<file path="src/rtl/bcd_down_counter.sv">
// bcd_down_counter: synchronous mod-10 down counter with DIGITS cascaded decades.
// It supports parallel load with per-digit clamp to 9 and a decrement on enable.
// The combinational borrow output flags the cycle whose edge wraps the count, so it
// can drive the enable of a higher cascaded stage.
// Optional feature macro: BCD_DOWN_RELOAD_EN. When it is defined, the counter reloads
// from load_val at terminal count instead of wrapping to all 9s. This gives a
// free-running divide-by-(N+1).
module bcd_down_counter #(
    parameter int DIGITS = 2
) (
    input  logic                clk,
    input  logic                rst,
    input  logic                en,
    input  logic                load,
    input  logic [4*DIGITS-1:0] load_val,
    output logic [4*DIGITS-1:0] q,
    output logic                zero,
    output logic                borrow
);

    localparam int W = 4 * DIGITS;

    if (DIGITS < 1 || DIGITS > 8) begin : g_bad_digits
        $error("bcd_down_counter: DIGITS must be in 1..8");
    end

    // lower_zero[i] is high when every digit below i is 0.
    // This means digit i decrements this cycle. lower_zero[DIGITS] is the
    // all-zero decode.
    logic [DIGITS:0] lower_zero;
    logic [W-1:0]    load_clamped;
    logic [W-1:0]    q_dec;
    logic [W-1:0]    q_next;

    function automatic logic [3:0] clamp_digit(input logic [3:0] d);
        return (d > 4'd9) ? 4'd9 : d;
    endfunction

    function automatic logic [3:0] dec_digit(input logic [3:0] d);
        return (d == 4'd0) ? 4'd9 : (d - 4'd1);
    endfunction

    assign lower_zero[0] = 1'b1;

    for (genvar i = 0; i < DIGITS; i++) begin : g_digit
        logic [3:0] cur;
        assign cur                    = q[4*i +: 4];
        assign lower_zero[i+1]        = lower_zero[i] & (cur == 4'd0);
        assign load_clamped[4*i +: 4] = clamp_digit(load_val[4*i +: 4]);
        assign q_dec[4*i +: 4]        = lower_zero[i] ? dec_digit(cur) : cur;
    end

    assign zero = lower_zero[DIGITS];

    // Next count on an enabled, non-load cycle.
    // Plain decrement already wraps 0 -> all 9s.
    always_comb begin
        q_next = q_dec;
`ifdef BCD_DOWN_RELOAD_EN
        if (zero) begin
            q_next = load_clamped;
        end
`else
`endif
    end

    // Count register: reset > load > enable > hold.
    always_ff @(posedge clk) begin
        if (rst) begin
            q <= '0;
        end else if (load) begin
            q <= load_clamped;
        end else if (en) begin
            q <= q_next;
        end
    end

    assign borrow = en & ~load & ~rst & zero;

endmodule

</file>
<file path="config.mk">
export PLATFORM = sky130hd
export DESIGN_NAME = bcd_down_counter
export DESIGN_NICKNAME = d
export VERILOG_FILES = /design/src/rtl/bcd_down_counter.sv
export SDC_FILE = /design/constraint.sdc
export NUM_CORES = 1
export LEC_CHECK = 0
export BUFFER_PORTS_ARGS = -buffer_cell sky130_fd_sc_hd__buf_4
export CAP_MARGIN = 20
export CORE_MARGIN = 10
export CORE_UTILIZATION = 25
export CTS_CLUSTER_DIAMETER = 150
export DETAILED_ROUTE_END_ITERATION = 6
export SYNTH_ARGS = -nofsm -noshare
export SYNTH_HDL_FRONTEND = slang
export SYNTH_SLANG_ARGS = --single-unit
</file>
<file path="constraint.sdc">
create_clock -name clk -period 1.7 [get_ports clk]
set_input_delay 0.34 -clock clk [delete_from_list [all_inputs] [get_ports clk]]
set_output_delay 0.34 -clock clk [all_outputs]
set_load 0.03 [all_outputs]
</file>
# Word level (Yosys, flattened, before mapping)
# Index checks and enable logic that the tools add are counted.
# classes
magnitude_cmp	2
bitwise_logic	6
reduce_logical	5
n_addsub	2
muxes	7
# ops
cell	count
$mux W4	5
$mux W8	2
$gt A4 B4 Y1 const B	2
$logic_not A4 Y1	2
$sub A4 B1 Y4 const B	2
$and A1 B1 Y1	4
$reduce_bool A2 Y1	2
$not A1 Y1	2
$reduce_and A2 Y1	1
# word_totals
register_bits	8
word_cells	24
output_inout_bits	10

# Logic depth before layout (Yosys ltp)
# logic_depth
depth_word	5
ltp_mapped	4
depth_no_buf	3

# Least setup slack after synthesis
# Ideal clock, no wire load.
# synth_timing
path_kind	register to output
start	register q[4]
end	output port borrow
setup_slack_ns	-0.538
arrival_time_ns	1.898
stages_incl_launch_ff	4
cell_sequence	dfxtp_1 > or2_2 > nand3b_1 > nor4_1
# synth_between
elab_chain_cells	3
# synth_lines
item	line_no	text
from (decl)	16	output logic [4*DIGITS-1:0] q,
from (signal assigned)	72	q <= load_clamped;
from (signal assigned)	74	q <= q_next;
$logic_not A4 Y1	48	assign lower_zero[i+1] = lower_zero[i] & (cur == 4'd0);
$and A1 B1 Y1	48	
$and A1 B1 Y1	78	assign borrow = en & ~load & ~rst & zero;
to (decl)	18	output logic borrow
# Every way passes these cells.

# Worst setup path after layout
# layout_timing
start	register q[5]
end	output port borrow
# The elaborated chain is that of the path after synthesis.

==> results_dict.tcl <==
set metrics [dict create \
    max_cap_viol_count 0 \
    relSlewSlack_pct 69.8 \
    critPathKind "register to output port" \
    cp-end-kind "output port" \
    cts_sinks 8 \
    path_max_fanout 2 \
    clk_path_buf_depth 2 \
    vias_per_cell 5.07 \
    setup_viol 2 \
    start_kind "register" \
    grt_pass1_vias 596 \
    wirelength_mm 1.64 \
    hold_viol 0 \
    async_flop_share_pct 0 \
    yosysSeqAreaShare_pct 32.3 \
    grt_pass1_wl_mm 2.72 \
    area_growth_pct 65.4 \
    busiest_layer "met2" \
    gp_congestion 0.863 \
    clkLatencyLatePin_ns 0.26 \
    regArea_um2 166 \
    required_ns 1.36 \
    die_area_mm2 0.00416 \
    num-nets-final 105 \
    ys_ff_latch 8 \
    dr.pass1.iters 4 \
    synth_area_um2 495 \
    grt.total_usage_pct 8.35 \
    met2_usage_pct 13.4 \
    r2r-start "q[4]$_SDFFE_PP0P_" \
    place.port_buffers 21 \
    fin_setup_tns_ns -0.0614 \
    irDropWorstVdd_uv 289 \
    cts_tree "done" \
    cts_hold_buf 0 \
    fmax_ghz 0.572 \
    synth.distinct_cells 30 \
    syn_nets 72 \
    arrival_ns 1.41 \
    diodes 0 \
    rows 16 \
    grt_setup_unrepaired "true" \
    die_y_um 64.5 \
    drt-initial-drc-count 4 \
    start_util_pct 25.8 \
    min_from "load_val[6]" \
    multi_input_area_um2 349 \
    largest-register "q" \
    hold_ws_ns 0.345 \
    finalCritPeriodShare_pct 103 \
    hold_class "input port to register" \
    ys_warn_count 0 \
    drive_gt1_share_pct 51.6 \
    die-width_um 64.5 \
    largest_register_ffs 8 \
    setup_slack_ns -0.0481 \
    min_delay_path_depth 3 \
    fillers 213 \
    power.density_mw_per_mm2 741 \
    p_leak_nw 0.351 \
    violations "setup timing" \
    core_mm2 0.00192 \
    slew_violations 0 \
    cts_buffers 3 \
    ant_nets 0 \
    r2r_cells 4 \
    rrSetupSlack_ns 0.07 \
    status "complete, but fails checks" \
    ys_dominant_reg_cell "dfxtp_1" \
    clkSlewWorstSetupHoldPaths_ns 0.06 \
    r2r-end "q[6]$_SDFFE_PP0P_" \
    dp_hpwl_mm 1.31 \
    fin_util_pct 42.6 \
    period_minus_slack_ns 1.75 \
    grtUsageMet1_pct 8.67 \
    grt-ovfl-total 0 \
    power.total_w 0.000608 \
    netlist_instances 60 \
    pin_count 22 \
    wire_per_inst_um 13.9 \
    synth.avg_cell_area_um2 8.26 \
    htreeDepth 1 \
    grt_start_max_net_pins 12 \
    antenna_found_initial 0 \
    fin_worst_skew_ns 0.00500 \
    vias 598 \
    top_regs "q (8)" \
    route.detailed.drc 0 \
    synth_edf_count 0 \
    worstMarginPinSlew_ns 0.447 \
    min_to "q[6]$_SDFFE_PP0P_" \
    root_buffer "clkbuf_4" \
    grt_use_met3_pct 3.09 \
]
cells in the mapped netlist (2+ instances only):
cell type / instances / area (um^2)
clkbuf_1: 2 / 7.51
dfxtp_1: 8 / 160
nor2_1: 4 / 15.0
a21oi_1: 4 / 20.0
xnor2_1: 2 / 17.5
a211oi_1: 3 / 22.5
nor4_1: 2 / 12.5
a221oi_1: 2 / 17.5
a311oi_1: 2 / 17.5
or4_1: 3 / 22.5
nor3_1: 2 / 10.0
or3_1: 2 / 12.5
inv_1: 2 / 7.51
o21ai_0: 3 / 15.0
nand2_1: 3 / 11.3
or2_2: 2 / 12.5
worst max-delay path by stage:
stage                            startpoint                end  slack (ns)  cells past startpoint
after global routing      q[5]$_SDFFE_PP0P_             borrow       -0.13                      4
after floorplan           q[4]$_SDFFE_PP0P_             borrow       -0.04                      3
after CTS                 q[5]$_SDFFE_PP0P_             borrow       -0.15                      4
final                     q[5]$_SDFFE_PP0P_             borrow       -0.05                      4
after detailed placement                 en  q[7]$_SDFFE_PP0P_        0.02                      4
after global placement                   en  q[7]$_SDFFE_PP0P_        0.04                      4
cell type report:
type                            count  area share (%)
Multi-Input combinational cell     47            42.6
Inverter                            2           0.916
Timing Repair Buffer               31            29.3
Clock buffer                        3            2.75
Sequential cell                     8            20.3
Tap cell                           27            4.12
critical path, cell delays in order (launching register included):
cell	delay (ns)
dfxtp_2	0.31
or2_4	0.24
nand3b_1	0.25
nor4_4	0.19
buf_6	0.16
logic make-up (layout without fill, tap and decap cells):
group | after synthesis | after routing | synth area share [%]
AOI/OAI and AO/OA | 19 | 19 | 27.3
xor gates and xnor gates | 2 | 2 | 3.54
DFF | 8 | 8 | 32.3
buffers and inverters | 5 | 36 | 4.04
and+or+nand+nor | 26 | 26 | 32.8
metrics by stage:
step,cell area (um^2),std cells,setup WS (ns)
final,820,118,-0.0481
after global routing,820,118,-0.125
after CTS,815,118,-0.152
after detailed placement,757,112,0.0200
after global placement,757,112,0.0409
after floorplan,526,60,-0.0407
cells in the final DEF (no fill, tap or decap), types with 2 or more instances in the layout:
cell type and instances:
a311oi_1 2, a211oi_1 3, xnor2_1 2, clkbuf_4 3
dfxtp_2 5, nand2_1 3, or4_1 3, dfxtp_1 3
inv_1 2, buf_6 2, a21oi_1 4, nor2_1 3
buf_4 29, a221oi_1 2, o21ai_0 3, or3_1 2
power by group:
part	switching, W	internal [W]
Combinational	0.000124	0.000113
Sequential	0.0000115	0.000205
Clock	0.0000729	0.0000814
layer usage:
metal / share of wire (%) / vias to the layer above
li1: - / 299
met4: 1.7 / 0
met5: 0 / -
met2: 50 / 13
met1: 42 / 284
met3: 6.4 / 2
what timing repair did:
action,CTS,global route
setup buffers,3,0
pin swaps,2,2
gates cloned,0,0
gates resized for setup,5,2
setup endpoints to repair,2,2
Note: power is estimated with default switching activity, not from simulation.
